[src/rtl/rst_button_ctrl.sv]
// Front-panel reset-button controller: synchronises, debounces and times the
// button, issuing a short-press event or an active-low reset pulse after a long hold.
module rst_button_ctrl #(
  parameter int TICK_DIV    = 33000,
  parameter int DEBOUNCE_MS = 16,
  parameter int HOLD_MS     = 4000,
  parameter int PULSE_MS    = 100
) (
  input  logic       MCLKi,
  input  logic       HARD_nRESETi,
  input  logic       RST_BTN_N,
  input  logic       FM_PS_EN,
  output logic       ResetOut_ox,
  output logic       BtnDebounced_N,
  output logic       HoldActive,
  output logic       ShortPress,
  output logic [7:0] ResetCount
);

  localparam logic [15:0] TICK_LAST  = 16'(TICK_DIV - 1);
  localparam logic [15:0] DB_LIMIT   = 16'(DEBOUNCE_MS);
  localparam logic [15:0] HOLD_LIMIT = 16'(HOLD_MS);
  localparam logic [15:0] PULSE_LIM  = 16'(PULSE_MS);

  typedef enum logic [1:0] {IDLE, HELD, FIRE, WAIT_REL} state_t;

  state_t      state, state_d;
  logic        sync1, sync2;
  logic [15:0] pre_cnt;
  logic        tick;
  logic [15:0] db_cnt;
  logic [15:0] db_inc;
  logic [15:0] hold_cnt, hold_d, hold_inc;
  logic [15:0] pulse_cnt, pulse_d, pulse_inc;
  logic        short_d;
  logic        fire_d;

  always_ff @(posedge MCLKi or negedge HARD_nRESETi) begin
    if (!HARD_nRESETi) begin
      sync1 <= 1'b1;
      sync2 <= 1'b1;
    end else begin
      sync1 <= RST_BTN_N;
      sync2 <= sync1;
    end
  end

  assign tick = (pre_cnt == TICK_LAST);

  always_ff @(posedge MCLKi or negedge HARD_nRESETi) begin
    if (!HARD_nRESETi) begin
      pre_cnt <= 16'd0;
    end else if (tick) begin
      pre_cnt <= 16'd0;
    end else begin
      pre_cnt <= pre_cnt + 16'd1;
    end
  end

  // Any cycle where the synced level agrees with the accepted level restarts the count,
  // so only an uninterrupted disagreement lasting DEBOUNCE_MS ticks is accepted.
  assign db_inc = db_cnt + 16'd1;

  always_ff @(posedge MCLKi or negedge HARD_nRESETi) begin
    if (!HARD_nRESETi) begin
      db_cnt         <= 16'd0;
      BtnDebounced_N <= 1'b1;
    end else if (sync2 == BtnDebounced_N) begin
      db_cnt <= 16'd0;
    end else if (tick) begin
      if (db_inc == DB_LIMIT) begin
        BtnDebounced_N <= sync2;
        db_cnt         <= 16'd0;
      end else begin
        db_cnt <= db_inc;
      end
    end
  end

  assign hold_inc  = hold_cnt + 16'd1;
  assign pulse_inc = pulse_cnt + 16'd1;

  always_comb begin
    state_d = state;
    hold_d  = hold_cnt;
    pulse_d = pulse_cnt;
    short_d = 1'b0;
    fire_d  = 1'b0;
    if (!FM_PS_EN) begin
      state_d = IDLE;
    end else begin
      unique case (state)
        IDLE: begin
          hold_d = 16'd0;
          if (!BtnDebounced_N) state_d = HELD;
        end
        HELD: begin
          if (tick) hold_d = hold_inc;
          // Reaching the hold limit wins over a release seen in the same cycle.
          if (tick && (hold_inc == HOLD_LIMIT)) begin
            state_d = FIRE;
            pulse_d = 16'd0;
            fire_d  = 1'b1;
          end else if (BtnDebounced_N) begin
            short_d = 1'b1;
            state_d = IDLE;
          end
        end
        FIRE: begin
          if (tick) begin
            pulse_d = pulse_inc;
            if (pulse_inc == PULSE_LIM) state_d = WAIT_REL;
          end
        end
        WAIT_REL: begin
          if (BtnDebounced_N) state_d = IDLE;
        end
        default: state_d = IDLE;
      endcase
    end
  end

  always_ff @(posedge MCLKi or negedge HARD_nRESETi) begin
    if (!HARD_nRESETi) begin
      state       <= IDLE;
      hold_cnt    <= 16'd0;
      pulse_cnt   <= 16'd0;
      ResetOut_ox <= 1'b1;
      HoldActive  <= 1'b0;
      ShortPress  <= 1'b0;
      ResetCount  <= 8'd0;
    end else begin
      state       <= state_d;
      hold_cnt    <= hold_d;
      pulse_cnt   <= pulse_d;
      ResetOut_ox <= (state_d != FIRE);
      HoldActive  <= (state_d == HELD);
      ShortPress  <= short_d;
      if (fire_d && (ResetCount != 8'hFF)) ResetCount <= ResetCount + 8'd1;
    end
  end

endmodule
[config.mk]
export PLATFORM = sky130hd
export DESIGN_NAME = rst_button_ctrl
export DESIGN_NICKNAME = d
export VERILOG_FILES = /design/src/rtl/rst_button_ctrl.sv
export SDC_FILE = /design/constraint.sdc
export NUM_CORES = 1
export LEC_CHECK = 0
export CAP_MARGIN = 10
export CORE_MARGIN = 2
export CORE_UTILIZATION = 50
export DETAILED_ROUTE_END_ITERATION = 7
export PLACE_DENSITY_LB_ADDON = 0.12
export SLEW_MARGIN = 0
export SYNTH_ARGS = -nofsm -noshare
export SYNTH_HDL_FRONTEND = slang
export SYNTH_SLANG_ARGS = --single-unit
export TNS_END_PERCENT = 10
[constraint.sdc]
create_clock -name MCLKi -period 3.57 [get_ports MCLKi]
set_input_delay 0.5355 -clock MCLKi [delete_from_list [all_inputs] [get_ports MCLKi]]
set_output_delay 0.5355 -clock MCLKi [all_outputs]
set_load 0.03 [all_outputs]
==> metrics.csv <==
metric,value,unit
ANT cells,0,
min Tclk post-route,3.18,ns
Max VDD drop,0.000249,V
Die Ht,99.6,um
ys flop type,dfrtp_1,
Hold Slack,0.320,ns
endpoints failing setup,0,
Slew HR,32.3,%
critical path arrival,3.41,ns
clock tree buffer depth,2,
clk root buf,clkbuf_8,
maxcap violations,0,
I/O Buffers,15,
Post-route DRC,0,
Reg area,2010,sq um
Slew @ Worst Pin,1.02,ns
fin area,5020,sq um
synthesized cell area,4570,sq um
syn avg cell area,8.92,sq um
total vias in the final route,3769,
max-slew violations,0,
kind of critical path,register to register,
drt pass-1 iters,4,
Clock Sinks,80,
outcome,completed,
Worst setup startpoint,hold_cnt[0],
CTS buffer count,9,
largest net degree at the start of global routing,81,
global-route wire length before repair,17100,um
RSZ-0062 raised after global routing,no,
Tot GR Track Use,21.5,%
final std cells w/o fill,632,
post-route total power,1.72,mW
setup bufs post-CTS,0,
# hold bufs at CTS,0,
initial antenna violation count,0,
Lkg Pwr,2.04,nW
via/cell ratio,5.96,
dpl hpwl,6570,um
Setup crit end kind,register,
Fin Clk Skew,0.0128,ns
fmax,0.315,GHz
footprint of the multi-input gates,2430,sq um
DRT Wirelength,10100,um
post-synthesis net count,522,
period utilization,88.9,%
final setup TNS,0,ns
"Seq/Total Area, Yosys",43.9,%
CTS H-tree lvls,3,
Worst-path clk slew,0.09,ns
Post-synth ARST share,100,%
Avg WL per Cell,15.9,um
antenna-violating nets left,0,
DRT iter0 DRCs,180,
final net count,529,
area grow syn2layout,9.92,%
post_cts resized,0,
Core Region,8810,sq um
PD cells,344,nW/um^2
CTS tree,done,
crit path max fanout,15,
Post-Syn Instances,512,
gr ovfl total,0,
hold crit path type,input port to async pin,
Critical R2R Launch,hold_cnt[0],
post-synthesis cell type count,54,
die footprint,9910,sq um
"Cell Area, Placed",4800,sq um
Syn. warnings,0,
I/O pin count,16,
layout cells sized above 1,8.59,%
vias in the first global route,3496,
die width,99.6,um
Fill cells,812,
placed cell count,616,
initial core utilization,51.9,%
Fin. Hold Viols,0,
row cnt,34,
GP Congestion,0.865,
Worst-Skew Late Latency,0.37,ns
number of flops mapped to enable cells by yosys,0,
worst path required time,3.81,ns
synthesis-stage register bit count,80,
CP startpoint kind,register,
## synth_stat cells (all sizes together) (3+ instances only)
cell type / count / share of area, %
dfrtp: 76 / 42
nand2: 60 / 5.0
nor2: 51 / 4.2
o21ai: 48 / 5.3
nor3: 25 / 3.2
xor2: 23 / 4.4
clkbuf: 22 / 1.8
nand3: 22 / 2.4
nand4: 22 / 3.3
xnor2: 20 / 3.8
and3: 16 / 2.2
nor4: 14 / 2.1
a21oi: 11 / 1.2
a31oi: 10 / 1.7
or3: 9 / 1.2
a22o: 6 / 1.2
ha: 6 / 1.6
inv: 6 / 0.49
mux2: 6 / 1.5
a21o: 5 / 0.82
and2: 5 / 0.68
nand4b: 5 / 0.96
o31ai: 5 / 0.82
buf: 4 / 0.44
dfstp: 4 / 2.3
nand2b: 4 / 0.55
or4: 3 / 0.49
## cells by family after synthesis
kind of cell               synth area share [%]
and+or+nand+nor                            28.3
buffers and inverters                      2.74
muxes                                      1.92
adders and majority gates                  1.64
xor gates and xnor gates                   8.25
DFF                                        43.9
AOI/OAI and AO/OA                          13.2
## final cells by class
cell class              count  area share, %
inverters                   6          0.449
repair buffers             22           3.99
multi-input cells         400           48.5
well taps                 108           2.69
clock buffers               9           2.47
flip-flops and latches     80           40.0
clock inverters             7           1.92
## routing by layer
layer,wire (um),global-route usage [%]
met1,4930,31.3
met3,359,4.01
met4,188,7.48
met5,0,0
met2,4580,32.2
## final timing paths
path                            endpoint  slack [ns]  cells past startpoint
min in group MCLKi                 sync2        0.36                      0
min reg2reg                        sync2        0.36                      0
max reg2reg                 pulse_cnt[5]        0.39                      8
max                         pulse_cnt[5]        0.39                      8
min                        pulse_cnt[12]        0.32                      1
max in group asynchronous     pre_cnt[6]        2.58                      1
## state kept, by name, summed over array words and instances, names as in the netlist, 2 cells and up
signal	count
pulse_cnt	16
db_cnt	16
state	2
hold_cnt	16
ResetCount	8
pre_cnt	16
## metrics by stage
stage,utilization [%],worst slack [ns]
floorplan,-,1.07
global placement,54.5,0.734
detailed placement,54.5,0.448
CTS,57.0,0.441
global route,57.0,0.169
finish,57.0,0.395
## critical path, cell delays in order, from the launching register on
cell	delay (ns)
dfrtp_1	0.51
ha_1	0.43
nand2_1	0.24
nor4_1	0.47
nand4_1	0.21
a22oi_1	0.31
a41oi_2	0.47
o21ai_0	0.31
o21ai_0	0.11
## cells in the final DEF (no fill, tap or decap), types with 3 or more instances in the layout
master	n
or4_1	3
clkinvlp_4	3
o21ai_1	16
nor2_1	50
nand2_1	59
nand3_1	22
xor2_1	23
a31oi_1	9
nor4_1	13
or3_1	9
o31ai_1	5
mux2_2	5
nand2b_1	4
xnor2_1	20
a22o_1	6
nor3_1	21
and2_1	5
a21o_1	5
and3_1	16
o21ai_0	32
nand4b_1	5
nand4_1	21
ha_1	6
inv_1	6
dfstp_2	4
clkdlybuf4s50_1	14
a21oi_1	11
clkbuf_8	9
nor3_2	4
dfrtp_1	76
buf_4	8
## power by group
part | leakage [nW] | switching [mW] | total (mW) | internal (mW)
registers | 1.08 | 0.00511 | 0.916 | 0.911
clock network | 0.101 | 0.366 | 0.760 | 0.394
logic | 0.866 | 0.0358 | 0.0485 | 0.0127
(Power assumes the default switching activity.)
==> patch (same flow settings) <==
Reset style: synchronous (`HARD_nRESETi`), changed in 4 clocked blocks.
--- a/src/rtl/rst_button_ctrl.sv
+++ b/src/rtl/rst_button_ctrl.sv
@@ -35,7 +35,7 @@
   logic        short_d;
   logic        fire_d;
 
-  always_ff @(posedge MCLKi or negedge HARD_nRESETi) begin
+  always_ff @(posedge MCLKi) begin
     if (!HARD_nRESETi) begin
       sync1 <= 1'b1;
       sync2 <= 1'b1;
@@ -47,7 +47,7 @@
 
   assign tick = (pre_cnt == TICK_LAST);
 
-  always_ff @(posedge MCLKi or negedge HARD_nRESETi) begin
+  always_ff @(posedge MCLKi) begin
     if (!HARD_nRESETi) begin
       pre_cnt <= 16'd0;
     end else if (tick) begin
@@ -61,7 +61,7 @@
   // so only an uninterrupted disagreement lasting DEBOUNCE_MS ticks is accepted.
   assign db_inc = db_cnt + 16'd1;
 
-  always_ff @(posedge MCLKi or negedge HARD_nRESETi) begin
+  always_ff @(posedge MCLKi) begin
     if (!HARD_nRESETi) begin
       db_cnt         <= 16'd0;
       BtnDebounced_N <= 1'b1;
@@ -120,7 +120,7 @@
     end
   end
 
-  always_ff @(posedge MCLKi or negedge HARD_nRESETi) begin
+  always_ff @(posedge MCLKi) begin
     if (!HARD_nRESETi) begin
       state       <= IDLE;
       hold_cnt    <= 16'd0;
Behaviour: no difference found for any inputs over 10 cycles, from zero or initial values and one cycle with HARD_nRESETi low; that may be too few to reach the edited logic, so the function may still have changed.
==> patch against the unedited design <==
Sequential cell count is the same; worst hold slack better by 100 ps; largest cell class unchanged; power down 14%; highest routed layer unchanged; design area shrank 8.5%; worst setup slack improved by 130 ps; wire length down 8.4%; area after synthesis fell by 7.3%; via count up 1.3%.
==> patch: results (changes against the unedited design) <==
Global route
  • All-Layer GR Usage: 22.0% (was 21.5%)
  • Met1 usage in global routing: 30.2% (was 31.3%)
  • Vias in the first global route: 3509 (was 3496)
  • GRT met2 Usage: 34.4% (was 32.2%)

Setup path
  • Register-to-register setup slack: 520 ps (was 390 ps)
  • Setup crit start: hold_cnt[0] (unchanged)

Run status
  • Status: finished clean (unchanged)

Detailed routing
  • Vias: 3818 (was 3769)
  • WL met1: 4580 um (was 4930 um)
  • Vias/cell: 5.80 (was 5.96)
  • Routed met2 length: 4160 um (was 4580 um)
  • Initial DRC count: 138 (was 180)

Synth
  • Top cells by area, synth: dfxtp_1 (38%), nand2_1 (6.3%), nor2_1 (5.8%), xor2_1 (4.1%), a21oi_1 (3.9%) (was dfrtp_1 (42%), nand2_1 (4.8%), xor2_1 (4.4%), nor2_1 (4.1%), xnor2_1 (3.8%))
  • Mux cell area share after synthesis: 0.473% (was 1.92%)
  • Synth Flop Type: dfxtp_1 (was dfrtp_1)
  • Synth Area in XOR/XNOR: 7.42% (was 8.25%)
  • Synth top area share: 37.8% (was 41.6%)
  • Asr flop ratio synth: 0% (was 100%)
  • Register area share after synthesis: 37.8% (was 43.9%)
  • Synth cell types: 55 (was 54)
  • Post-synthesis adder-cell area fraction: 1.77% (was 1.64%)
  • Compound-gate portion of the synthesized area: 15.4% (was 13.2%)

Place
  • Placement Setup Slack: 591 ps (was 448 ps)
  • Placer Congestion: 0.837 (was 0.865)
  • Placed Instances: 643 (was 616)

Power and ir drop
  • Sw Share: 22.9% (was 23.6%)

Cells and area
  • Inverter count: 9 (was 6)
  • Multi-input gate count: 430 (was 400)
  • Fin nets: 559 (was 529)
  • Layout cells sized above 1: 4.70% (was 8.59%)
  • Buffers outside the clock class: 19 (was 22)

Clocking
  • Clock latency on the worst-skew pair: 350 ps (was 370 ps)
patch: through the flow:
stage	utilization [%]	hold slack (ps)	instance area, sq um
2_1_floorplan	-	386	4240
3_3_place_gp	54.0	403	4440
3_5_place_dp	54.0	407	4440
4_1_cts	55.9	431	4590
5_1_grt	55.9	444	4590
6_report	55.9	425	4590
patch: power by group through the flow:
| stage | Sequential [mW] | Clock [mW] | Combinational [mW] |
|---|---|---|---|
| 2_1_floorplan | 0.919 | 0 | 0.0202 |
| 3_3_place_gp | 0.919 | 0 | 0.0310 |
| 3_5_place_dp | 0.920 | 0 | 0.0315 |
| 4_1_cts | 0.898 | 0.584 | 0.0315 |
| 5_1_grt | 0.899 | 0.624 | 0.0349 |
| 6_report | 0.899 | 0.562 | 0.0309 |
patch: worst max-delay path, cell delays in order, from the launching register on:
cell and delay [ps]:
dfxtp_1 500, ha_1 340, and3_1 280, and3_1 220, a311oi_1 140, nor3b_1 460, nand3_2 340, or4_1 540
a21oi_1 150
